--- src/rtl/uart_pkg.sv ---
// Shared UART definitions: FSM state encoding and link constants.
// Used by both the receiver and the transmitter.
package uart_pkg;

  localparam int UART_DATA_BITS = 8;
  localparam int UART_MIN_CPB   = 2;

  typedef enum logic [2:0] {
    IDLE    = 3'd0,
    START   = 3'd1,
    DATA    = 3'd2,
    STOP    = 3'd3,
    CLEANUP = 3'd4,
    BREAK   = 3'd5,
    PARITY  = 3'd6
  } uart_state_e;

  function automatic logic [15:0] clamp_cpb(
    input logic [15:0] cpb
  );
    return (cpb < 16'(UART_MIN_CPB)) ?
           16'(UART_MIN_CPB) : cpb;
  endfunction

endpackage

--- src/rtl/uart_sync.sv ---
// Metastability synchronizer for an asynchronous input.
// Flops reset to 1 so an idle-high line never looks like a start edge.
module uart_sync #(
  parameter int STAGES = 2
) (
  input  logic clk_i,
  input  logic rst_i,
  input  logic d_i,
  output logic q_o
);

  logic [STAGES-1:0] sync_q;
  logic [STAGES-1:0] sync_d;

  always_comb begin
    sync_d = {sync_q[STAGES-2:0], d_i};
  end

  always_ff @(posedge clk_i) begin
    if (rst_i) sync_q <= '1;
    else       sync_q <= sync_d;
  end

  assign q_o = sync_q[STAGES-1];

endmodule

--- src/rtl/uart_rx.sv ---
// 8N1 UART receiver with mid-bit sampling and stop-bit framing check.
// Optional parity stage when UART_RX_PARITY_EN is defined.
module uart_rx
  import uart_pkg::*;
#(
  parameter int SYNC_STAGES = 2
) (
  input  logic        clk_i,
  input  logic        rst_i,
  input  logic        rx_en,
  input  logic        i_RX_Serial,
  input  logic [15:0] CLKS_PER_BIT,
`ifdef UART_RX_PARITY_EN
  input  logic        parity_odd,
  output logic        o_RX_Parity_Err,
`endif
  output logic [7:0]  o_RX_Byte,
  output logic        o_RX_Done,
  output logic        o_RX_Frame_Err,
  output logic        o_RX_Busy
);

  logic rx_s;

  uart_sync #(
    .STAGES (SYNC_STAGES)
  ) u_sync (
    .clk_i (clk_i),
    .rst_i (rst_i),
    .d_i   (i_RX_Serial),
    .q_o   (rx_s)
  );

  uart_state_e state_q, state_d;
  logic [15:0] period_q, period_d;
  logic [15:0] cnt_q, cnt_d;
  logic [2:0]  idx_q, idx_d;
  logic [7:0]  byte_q, byte_d;
  logic [7:0]  rx_byte_q, rx_byte_d;
  logic        done_q, done_d;
  logic        ferr_q, ferr_d;
  logic        busy_q, busy_d;
`ifdef UART_RX_PARITY_EN
  logic        pbad_q, pbad_d;
  logic        perr_q, perr_d;
`endif

  logic [15:0] half_m1;
  logic [15:0] full_m1;

  assign half_m1 = (period_q >> 1) - 16'd1;
  assign full_m1 = period_q - 16'd1;

  always_comb begin
    state_d   = state_q;
    period_d  = period_q;
    cnt_d     = cnt_q;
    idx_d     = idx_q;
    byte_d    = byte_q;
    rx_byte_d = rx_byte_q;
    done_d    = 1'b0;
    ferr_d    = 1'b0;
    busy_d    = busy_q;
`ifdef UART_RX_PARITY_EN
    pbad_d    = pbad_q;
    perr_d    = 1'b0;
`endif
    unique case (state_q)
      IDLE: begin
        cnt_d = '0;
        idx_d = '0;
`ifdef UART_RX_PARITY_EN
        pbad_d = 1'b0;
`endif
        if (rx_en && !rx_s) begin
          state_d  = START;
          busy_d   = 1'b1;
          period_d = clamp_cpb(CLKS_PER_BIT);
        end
      end
      START: begin
        if (cnt_q == half_m1) begin
          cnt_d = '0;
          if (rx_s) begin
            state_d = IDLE;
            busy_d  = 1'b0;
          end else begin
            state_d = DATA;
          end
        end else begin
          cnt_d = cnt_q + 16'd1;
        end
      end
      DATA: begin
        if (cnt_q == full_m1) begin
          cnt_d         = '0;
          byte_d[idx_q] = rx_s;
          idx_d         = idx_q + 3'd1;
          if (idx_q == 3'(UART_DATA_BITS - 1)) begin
`ifdef UART_RX_PARITY_EN
            state_d = PARITY;
`else
            state_d = STOP;
`endif
          end
        end else begin
          cnt_d = cnt_q + 16'd1;
        end
      end
`ifdef UART_RX_PARITY_EN
      PARITY: begin
        if (cnt_q == full_m1) begin
          cnt_d   = '0;
          pbad_d  = rx_s ^ (^byte_q) ^ parity_odd;
          state_d = STOP;
        end else begin
          cnt_d = cnt_q + 16'd1;
        end
      end
`endif
      STOP: begin
        if (cnt_q == full_m1) begin
          cnt_d = '0;
`ifdef UART_RX_PARITY_EN
          perr_d = pbad_q;
`endif
          if (rx_s) begin
            rx_byte_d = byte_q;
            done_d    = 1'b1;
            state_d   = CLEANUP;
          end else begin
            ferr_d  = 1'b1;
            state_d = BREAK;
          end
        end else begin
          cnt_d = cnt_q + 16'd1;
        end
      end
      CLEANUP: begin
        busy_d  = 1'b0;
        state_d = IDLE;
      end
      BREAK: begin
        // Wait for the line to release so a stuck-low line cannot re-trigger.
        if (rx_s) begin
          busy_d  = 1'b0;
          state_d = IDLE;
        end
      end
      default: begin
        state_d = IDLE;
        busy_d  = 1'b0;
      end
    endcase
  end

  always_ff @(posedge clk_i) begin
    if (rst_i) begin
      state_q   <= IDLE;
      period_q  <= 16'(UART_MIN_CPB);
      cnt_q     <= '0;
      idx_q     <= '0;
      byte_q    <= '0;
      rx_byte_q <= '0;
      done_q    <= 1'b0;
      ferr_q    <= 1'b0;
      busy_q    <= 1'b0;
`ifdef UART_RX_PARITY_EN
      pbad_q    <= 1'b0;
      perr_q    <= 1'b0;
`endif
    end else begin
      state_q   <= state_d;
      period_q  <= period_d;
      cnt_q     <= cnt_d;
      idx_q     <= idx_d;
      byte_q    <= byte_d;
      rx_byte_q <= rx_byte_d;
      done_q    <= done_d;
      ferr_q    <= ferr_d;
      busy_q    <= busy_d;
`ifdef UART_RX_PARITY_EN
      pbad_q    <= pbad_d;
      perr_q    <= perr_d;
`endif
    end
  end

  assign o_RX_Byte      = rx_byte_q;
  assign o_RX_Done      = done_q;
  assign o_RX_Frame_Err = ferr_q;
  assign o_RX_Busy      = busy_q;
`ifdef UART_RX_PARITY_EN
  assign o_RX_Parity_Err = perr_q;
`endif

endmodule

--- config.mk ---
export PLATFORM = sky130hd
export DESIGN_NAME = uart_rx
export DESIGN_NICKNAME = d
export VERILOG_FILES = /design/src/rtl/uart_pkg.sv /design/src/rtl/uart_sync.sv /design/src/rtl/uart_rx.sv
export SDC_FILE = /design/constraint.sdc
export NUM_CORES = 1
export LEC_CHECK = 0
export BUFFER_PORTS_ARGS = -buffer_cell sky130_fd_sc_hd__buf_2
export CORE_MARGIN = 10
export CORE_UTILIZATION = 40
export CTS_CLUSTER_DIAMETER = 30
export DETAILED_ROUTE_END_ITERATION = 8
export PLACE_DENSITY_LB_ADDON = 0.25
export REMOVE_ABC_BUFFERS = 1
export SLEW_MARGIN = 20
export SYNTH_ARGS = -nofsm -noshare
export SYNTH_HDL_FRONTEND = slang
export SYNTH_SLANG_ARGS = --single-unit
--- constraint.sdc ---
create_clock -name clk_i -period 2.9 [get_ports clk_i]
set_clock_uncertainty 0.2 [all_clocks]
set_input_delay 0.145 -clock clk_i [delete_from_list [all_inputs] [get_ports clk_i]]
set_output_delay 0.145 -clock clk_i [all_outputs]
set_load 0.02 [all_outputs]
Word level (Yosys, flattened, before mapping)
Index checks and enable logic that the tools add are counted.
{"block": "totals", "regBits": 59, "latchBits": 0, "ram_bits": 0, "mem_bits_ro": 0, "input_bits": 20, "out_inout_bits": 11, "word_cells": 71, "mem_count": 0}
{"block": "classes", "n_addsub": 4, "n_mul": 0, "n_div": 0, "magnitude_cmp": 3, "eq_ne": 13, "n_shift": 0, "mux": 24, "n_bitwise": 3, "reduce_logical": 14}
{"operator": "$mux 16", "count": 3}
{"operator": "$pmux 16 s3", "count": 1}
{"operator": "$eq 16x16->1", "count": 2}
{"operator": "$mux 3", "count": 7}
{"operator": "$add 16x1->16 const B", "count": 1}
{"operator": "$lt 16x2->1 const B", "count": 1}
{"operator": "$sub 15x1->16 const B", "count": 1}
{"operator": "$sub 16x1->16 const B", "count": 1}
{"operator": "$pmux 3 s5", "count": 1}
{"operator": "$ne 2x2->1 const B", "count": 5}
{"operator": "$bwmux 8", "count": 1}
{"operator": "$mux 1", "count": 7}
{"operator": "$eq 3x2->1 const B", "count": 2}
{"operator": "$eq 3x3->1 const B", "count": 2}
{"operator": "$pmux 3 s2", "count": 1}
{"operator": "$reduce_and 2->1", "count": 3}
{"operator": "$reduce_and 3->1", "count": 2}
{"operator": "$reduce_and 6->1", "count": 1}
{"operator": "$lt 3x4->1 const B", "count": 1}
{"operator": "$pmux 1 s4", "count": 1}
{"operator": "$add 3x1->3 const B", "count": 1}
{"operator": "$demux 1 s3", "count": 1}
{"operator": "$eq 3x1->1 const B", "count": 1}
{"operator": "$ge 3x1->1 const B", "count": 1}
{"operator": "other kinds (10)", "count": 13}

Longest topological paths before layout
Gate-level depths: netlist of run 1.
{"block": "depth", "word_depth": 5, "depth_mapped": 13, "depth_no_buf": 10}

By module
A second synthesis of run 1 with hierarchy kept.
{"block": "hier_totals", "cells_unflattened": 450, "hier_area_um2": 3664.8}
{"mod": "uart_rx", "n_inst": 1, "cells_per_inst": 446, "area_each_um2": 3612.2, "seq_area_each_um2": 1141.1}
{"mod": "uart_sync", "n_inst": 1, "cells_per_inst": 4, "area_each_um2": 52.6, "seq_area_each_um2": 40.0}

Least setup slack after synthesis of run 1
OpenSTA, ideal clock, no wires.
{"block": "synth_path", "path_type": "register to register", "start": "register period_q[2]", "end": "register rx_byte_q[2], in the netlist o_RX_Byte[2]", "setup_ps": 132, "arrival_ps": 2757, "required_time_ps": 2568, "slack_ps": -189, "stages_incl_launch_ff": 14, "n_path_buf": 3, "period_less_slack_ps": 3089, "path_cell_list": "dfxtp_1 buf_2 inv_1 ha_1 nor4b_4 nand3_1 a2111oi_2 o211ai_1 nand4bb_1 buf_2 or3_1 clkbuf_1 o21ai_0 a21oi_1"}
{"block": "synth_via", "elab_chain_len": 3}
{"item": "start: declaration", "line_no": "uart_rx.sv:35", "text": "logic [15:0] period_q, period_d;"}
{"item": "start signal: assignment", "line_no": "uart_rx.sv:160", "text": "period_q <= 16'(UART_MIN_CPB);"}
{"item": "start signal: assignment", "line_no": "uart_rx.sv:174", "text": "period_q <= period_d;"}
{"item": "$sub 16x1->16", "line_no": "uart_rx.sv:52", "text": "assign full_m1 = period_q - 16'd1;"}
{"item": "$eq 16x16->1", "line_no": "uart_rx.sv:122", "text": "if (cnt_q == full_m1) begin"}
{"item": "$reduce_and 3->1 (no line)"}
{"item": "end signal: assignment", "line_no": "uart_rx.sv:178", "text": "rx_byte_q <= rx_byte_d;"}
{"item": "end: declaration", "line_no": "uart_rx.sv:39", "text": "logic [7:0] rx_byte_q, rx_byte_d;"}
No other way between the ends.
A chain may end at the register's enable or synchronous reset.

Worst setup path after layout of run 1
{"block": "layout_path", "start": "register period_q[2]", "end": "register cnt_q[4]"}
{"block": "layout_via", "elab_chain_len": 4, "elab_cells_between_ends": 7, "cone_classes": "add/sub (2); eq/ne (2); mux (3)"}
{"item": "$sub 16x1->16 / $sub 15x1->16 (equally long branches)", "line_no": "uart_rx.sv:52, uart_rx.sv:51"}
{"item": "$eq 16x16->1, on equally long branches", "line_no": "uart_rx.sv:95, uart_rx.sv:122, uart_rx.sv:82"}
{"item": "$mux 16, on equally long branches", "line_no": "uart_rx.sv:95, uart_rx.sv:122, uart_rx.sv:82"}
{"item": "$pmux 16 s3 *", "line_no": "uart_rx.sv:68", "text": "unique case (state_q)"}
{"item": "end signal: assignment", "line_no": "uart_rx.sv:175", "text": "cnt_q <= cnt_d;"}
{"item": "end: declaration", "line_no": "uart_rx.sv:36", "text": "logic [15:0] cnt_q, cnt_d;"}
Mark *: on every way between the ends. The rest lies on a longest branch, timed or not.

==> key figures, run 1 <==
Run status
  – Status: finished with violations
  – Failing checks: negative setup slack

Global route
  – Vias in the first global route: between 3000 and 4000
  – Global route total overflow: 0
  – Total track usage: 0.164
  – Initial antenna violation count: 0
  – Largest net degree at the start of global routing: 45
  – First-pass GRT wire length: around 19 mm

Pwr
  – Net Sw Power: around 0.5 mW
  – Comb pwr share: 0.150
  – Clock network power share: 0.391
  – VDD IR max: ~0.29 mV
  – Tot Pwr: approximately 1.8 mW
  – Power density over cell area: roughly 340 nW/um^2
  – P_int: roughly 1.3 mW
  – Net Sw Frac: 0.272
  – Leak Pwr: ~2.2 nW
  – Seq pwr share: 0.459

Synth
  – Post-Syn Area: 3950 sq um
  – YS warnings: 0
  – Distinct cells, synth: slightly above 70
  – Async SR Flop Fraction: 0
  – Syn Inst Count: 486
  – Flop and latch count out of synthesis: 59
  – Number of synthesized flops with an enable pin: 0
  – Post-synth top flop: dfxtp_1
  – Average cell area after synthesis: 8.14 sq um
  – Seq/Total Area, Yosys: 0.299

CTS
  – Clock Sinks: 59
  – Clk root buf: clkbuf_8
  – Worst-path clk slew: approximately 0.08 ns
  – Worst-Skew Late Latency: about 0.36 ns
  – TritonCTS clock tree: done
  – H-tree level count: 3
  – CTS Buf Count: 9
  – Clock Tree Buf Depth: 2

Layout
  – Inserted Diodes: 0
  – Number of fill cells: 880
  – Footprint of the multi-input gates: roughly 2700 sq um
  – FF+latch area: ~1200 sq um
  – Fraction of layout cells with a size suffix above 1: 0.328
  – Area Growth Syn to Fin: 34.5%
  – Final Instance Count excl. Fillers: slightly above 700
  – Layout net count: ~600

Critical path
  – CP Launch Type: flip-flop
  – Critical Setup Path Class: flip-flop to flip-flop
  – Worst path required time: 2.96 ns
  – CP Buf/Inv Count: 4
  – Worst Path Arrival: between 3 and 4 ns
  – Crit path capture type: flip-flop
  – Slowest stage delay, CP: 0.56 ns
  – Worst R2R Setup Slack: -0.29 ns
  – Crit-path leading delay family: compound AO/OA/AOI/OAI gates
  – Critical-path top delay cell: or4_4
  – Crit-path cells: buf_6 > or4_4 > or4_4 > o32ai_2 > o22ai_2 > a2111oi_4 > a2bb2oi_4 > buf_6 > buf_12 > buf_16 > nor2_4 > a22o_1
  – Crit-path max FO: 6

STA
  – Final hold slack: ~0.1 ns
  – Slew HR: 0.540
  – Setup-failing EPs final: 32
  – Fin crit share: 1.10
  – Slew Limit Fails: 0
  – Clock period minus worst slack: between 3 and 4 ns
  – Final setup margin: -0.291 ns
  – FMAX: ~0.31 GHz
  – RSZ-0062 raised after global routing: yes
  – Hold Fails Final Rpt: 0
  – Actual slew at the worst max-slew pin: 0.685 ns

Worst hold path
  – Hold Path Class: primary input to flip-flop

Placed design
  – Post-DP HPWL: ~8.2 mm
  – Routability cong.: between 0.9 and 1
  – DP Worst Slack: -0.312 ns
  – Port bufs: 30
  – Dpl cells: approximately 660

Floorplan
  – Die ar.: between 10000 and 15000 sq um
  – Initial Util: 0.408
  – Row cnt: 36
  – Die H: ~120 um
  – Ports: 31
  – Chip width: approximately 120 um
  – Core area: about 9700 sq um

Detailed routing
  – Post-route ant nets: 0
  – DR vias/cell: 5.43
  – Drt total wl: around 12 mm
  – Vias: between 3000 and 4000
  – DRC: 0
  – 1st-pass router iterations: 4
  – Wire length per cell: 16.5 um
  – Iter 0 DRT Violations: approximately 230

Job
  – Max Cap Viol: 0
cells by family after synthesis:
group,count (synthesis),synth area share
flip-flops,59,0.299
adder cells (fa/ha/maj),5,0.0158
multiplexers,5,0.0130
AND/OR/NAND/NOR,203,0.301
buffers and inverters,61,0.0725
XOR/XNOR,36,0.0797
AO/OA/AOI/OAI,117,0.220
layout by cell type (no fill, tap or decap), drive strengths merged, types with 6 or more instances in the layout:
master / Yosys / layout
nand2b: 6 / 6
dfxtp: 59 / 59
and3: 15 / 15
xnor2: 21 / 21
nor3: 15 / 15
dlygate4sd3: 0 / 18
nor4b: 10 / 10
a21oi: 38 / 38
clkbuf: 32 / 11
nand4: 15 / 15
nand3: 14 / 14
nor4: 10 / 10
buf: 13 / 108
inv: 14 / 15
nor2: 21 / 21
nand2: 64 / 64
o21ai: 15 / 15
o31ai: 11 / 11
xor2: 15 / 15
a21o: 13 / 13
tightest hold or removal path: stages:
cell and delay [ns]:
buf_2 0.12, nand2_1 0.07, o21ai_0 0.07, a22oi_1 0.13, a211oi_1 0.06
flip-flops by register name (all words and copies together) (netlist names):
name	count
u_sync.sync_q	2
idx_q	3
o_RX_Done	1
period_q	16
byte_q	8
cnt_q	16
o_RX_Busy	1
state_q	3
o_RX_Frame_Err	1
o_RX_Byte	8
routing by layer:
layer / part of all wire / vias to the layer above / global-route usage
li1: - / 1936 / -
met1: 0.46 / 1859 / 0.213
met2: 0.48 / 81 / 0.263
met3: 0.043 / 15 / 0.0321
met4: 0.018 / 0 / 0.0633
met5: 0 / - / 0
layout make-up:
type                       instances  area share
clock buffer                      11      0.0285
clock inverter                     5     0.00682
inverter                          16      0.0113
multi-input combinational        366       0.505
sequential                        59       0.224
tap                              133      0.0313
timing repair buffer             126       0.193
synth_stat cells, types with 6 or more instances:
cell type   n  share of area
nand3_1    14          0.018
xnor2_1    21          0.047
nor4b_1     8          0.018
nand4_1    15          0.024
nor2_1     20          0.019
clkbuf_1   32          0.030
nand2_1    64          0.061
a21oi_1    38          0.048
nor4_1      6         0.0095
nand2b_1    6         0.0095
nor3_1     14          0.018
o21ai_0    15          0.019
o31ai_2     7          0.022
and3_1     15          0.024
a21o_1     13          0.025
dfxtp_1    59           0.30
buf_2       6         0.0076
inv_1      14          0.013
xor2_1     15          0.033
per-stage QoR:
stage	utilization	cell area, sq um	TNS (ns)
floorplan	-	3730	-8.61
global placement	0.465	4510	-5.97
detailed placement	0.465	4510	-6.67
CTS	0.534	5170	-5.10
global route	0.549	5320	-10.49
finish	0.549	5320	-5.52
power by group through the flow:
stage / Clock (mW) / Sequential, mW / Combinational, mW
after floorplan: 0 / 0.851 / 0.115
after global placement: 0 / 0.850 / 0.203
after detailed placement: 0 / 0.850 / 0.205
after CTS: 0.731 / 0.831 / 0.261
after global routing: 0.761 / 0.832 / 0.292
final: 0.710 / 0.832 / 0.272
repair_timing:
action,4_1_cts,5_1_grt
gates cloned,3,0
setup endpoints to repair,40,41
resized for setup,35,29
hold buffers,18,0
pin swaps,32,14
buffers inserted,13,5
hold endpoints to repair,18,0
worst paths after layout:
kind                                       start          endpoint  cells past startpoint
worst min register to register  u_sync.sync_q[0]  u_sync.sync_q[1]                      1
worst max register to register       period_q[2]          cnt_q[4]                     12
worst max-delay path                 period_q[2]          cnt_q[4]                     12
worst min-delay path                       rx_en         o_RX_Busy                      5
(Power assumes the default switching activity.)
==> run 2, diff against run 1 <==
--- a/config.mk
+++ b/config.mk
@@ -5,6 +5,7 @@
 export SDC_FILE = /design/constraint.sdc
 export NUM_CORES = 1
 export LEC_CHECK = 0
+export ABC_AREA = 1
 export BUFFER_PORTS_ARGS = -buffer_cell sky130_fd_sc_hd__buf_2
 export CORE_MARGIN = 10
 export CORE_UTILIZATION = 40
==> key figures, run 2 <==
STA
  – TNS Setup: 0 ns
  – Hold Fails Final Rpt: 0
  – Fin crit share: 0.919
  – Setup-failing EPs final: 0
  – Slew Limit Fails: 0
  – Slew HR: 0.496
  – RSZ-0062 raised after global routing: no
  – Actual slew at the worst max-slew pin: between 0.7 and 0.8 ns
  – Final hold slack: around 0.13 ns
  – Clock period minus worst slack: 2.66 ns
  – FMAX: about 0.38 GHz

Critical path
  – Critical Setup Path Class: flip-flop to flip-flop
  – Worst Path Arrival: 2.70 ns
  – Crit path capture type: flip-flop
  – Crit path to: o_RX_Byte[3]
  – Reg2reg start: period_q[1]
  – CP Launch Type: flip-flop
  – Crit path launch: period_q[1]
  – Worst path required time: around 2.9 ns
  – Worst R2R Setup Slack: about 0.24 ns
  – FF-to-FF End: o_RX_Byte[3]
  – Crit-path max FO: 10
  – R2R depth: 15

Pwr
  – Power density over cell area: 525 nW/um^2
  – P_int: 1.63 mW
  – Clock network power share: 0.327
  – Seq pwr share: 0.359
  – VDD IR max: between 0.3 and 0.4 mV
  – Net Sw Frac: 0.368
  – Net Sw Power: between 0.9 and 1 mW
  – Leak Pwr: approximately 2.3 nW
  – Comb pwr share: 0.314

Layout
  – Inserted Diodes: 0
  – FF+latch area: about 1200 sq um
  – Footprint of the multi-input gates: 2640 sq um
  – Number of fill cells: between 1000 and 1500
  – Area Growth Syn to Fin: 14.9%
  – Layout net count: ~740
  – Most common cell after layout, fill and taps aside: nand2_1
  – Biggest regs: cnt_q x16, period_q x16
  – Fraction of layout cells with a size suffix above 1: 0.169
  – Most frequent cells in the layout: nand2_1, inv_1, nor2_1, dfxtp_1, nand3_1
  – Cell area after layout: around 4900 sq um

Global route
  – Initial antenna violation count: 0
  – Vias in the first global route: 4076
  – Global route total overflow: 0
  – Total track usage: 0.159
  – First-pass GRT wire length: about 19 mm
  – Largest net degree at the start of global routing: 37

Synth
  – Count leader, synth: nand2_1
  – Area contributors post-synth: dfxtp_1, nand2_1, inv_1
  – Synth area leader: dfxtp_1
  – YS warnings: 0
  – Distinct cells, synth: 39
  – Async SR Flop Fraction: 0
  – Post-Syn Area: roughly 4300 sq um
  – Average cell area after synthesis: approximately 6.4 sq um
  – Syn Inst Count: around 670
  – Flop and latch count out of synthesis: 59
  – Post-synth top area share: 0.275
  – Number of synthesized flops with an enable pin: 0
  – Post-synth top flop: dfxtp_1
  – Synth top cells by count: nand2_1, inv_1, nor2_1
  – Seq/Total Area, Yosys: 0.275

CTS
  – Clock Tree Buf Depth: 2
  – CTS Buf Count: 9
  – H-tree level count: 3
  – Clk root buf: clkbuf_8
  – Worst-path clk slew: around 0.070 ns
  – TritonCTS clock tree: done
  – Clock Sinks: between 50 and 60
  – Worst-Skew Late Latency: between 0.3 and 0.4 ns

Floorplan
  – Ports: 31
  – Die ar.: 15300 sq um
  – Core area: 10400 sq um
  – Initial Util: 0.414
  – Die H: 124 um
  – Chip width: approximately 120 um
  – Row cnt: 37

Detailed routing
  – Drt total wl: between 10 and 15 mm
  – 1st-pass router iterations: 4
  – Wire length per cell: 13.2 um
  – DR vias/cell: a little under 5
  – DRC: 0
  – Vias: 4152
  – Iter 0 DRT Violations: approximately 250
  – Post-route ant nets: 0

Placed design
  – Routability cong.: between 0.9 and 1
  – Placed cell areas: ~4500 sq um
  – Port bufs: 30
  – Post-DP HPWL: 8.69 mm

Run status
  – Status: completed

Job
  – Max Cap Viol: 0

Worst hold path
  – Hold_sp: rx_en
  – Hold Path Class: primary input to flip-flop
==> run 2: critical path, cell delays in order, from the launching register on <==
cell	delay [ns]
dfxtp_1	0.32
inv_1	0.14
ha_2	0.28
inv_2	0.05
nor2_1	0.13
nand2_1	0.15
nor2_4	0.16
nand2_1	0.07
nand2_1	0.11
nand3_1	0.10
nor2_2	0.18
nand2_2	0.11
nor2_8	0.16
nand3_4	0.16
inv_4	0.18
a21oi_2	0.07
==> run 2: timing repair <==
item | in CTS | in global routing
setup buffers | 0 | 0
hold buffers | 17 | 0
gates resized for setup | 0 | 2
endpoints found under the setup margin | 0 | 14
endpoints found under the hold margin | 17 | 0
==> run 2: worst min-delay path by stage <==
stage / to / cells past startpoint
6_report: period_q[11] / 3
3_3_place_gp: u_sync.sync_q[0] / 2
4_1_cts: period_q[10] / 3
2_1_floorplan: cnt_q[10] / 1
3_5_place_dp: u_sync.sync_q[0] / 2
5_1_grt: period_q[11] / 3
==> run 2: stage by stage <==
stage | instances | power, mW | util | setup slack [ns]
floorplan | 648 | 1.53 | - | 0.638
global placement | 819 | 1.72 | 0.438 | 0.184
detailed placement | 819 | 1.73 | 0.438 | 0.188
CTS | 851 | 2.60 | 0.475 | 0.183
global route | 851 | 2.76 | 0.475 | 0.00467
finish | 851 | 2.59 | 0.475 | 0.236
==> run 2: area by class of cell <==
| type | count | area share |
|---|---|---|
| Clock buffer | 11 | 0.0287 |
| Clock inverter | 4 | 0.0152 |
| Tap cell | 136 | 0.0345 |
| Timing Repair Buffer | 52 | 0.0726 |
| Inverter | 97 | 0.0744 |
| Multi-Input combinational cell | 492 | 0.535 |
| Sequential cell | 59 | 0.240 |
==> run 2: logic make-up (layout without fill, tap and decap cells) <==
group | count (synthesis) | count (layout) | share of synthesized area
XOR/XNOR | 34 | 34 | 0.0712
AO/OA/AOI/OAI | 62 | 62 | 0.0983
AND/OR/NAND/NOR | 391 | 391 | 0.430
buffers and inverters | 120 | 164 | 0.111
adder cells (fa/ha/maj) | 5 | 5 | 0.0146
flip-flops | 59 | 59 | 0.275
==> run 2: layer usage <==
metal / track usage / wire, um / up-vias / part of all wire
met5: 0 / 0 / - / 0
met4: 0.0459 / 155 / 0 / 0.014
met3: 0.0374 / 677 / 14 / 0.060
met2: 0.256 / 5130 / 92 / 0.46
met1: 0.207 / 5300 / 1873 / 0.47
li1: - / - / 2173 / -
==> run 2: power by group through the flow <==
stage	Clock (mW)	Combinational (mW)	Sequential, mW
final	0.847	0.811	0.928
after global routing	0.909	0.917	0.937
after floorplan	0	0.592	0.937
after detailed placement	0	0.786	0.947
after CTS	0.869	0.806	0.929
after global placement	0	0.778	0.945
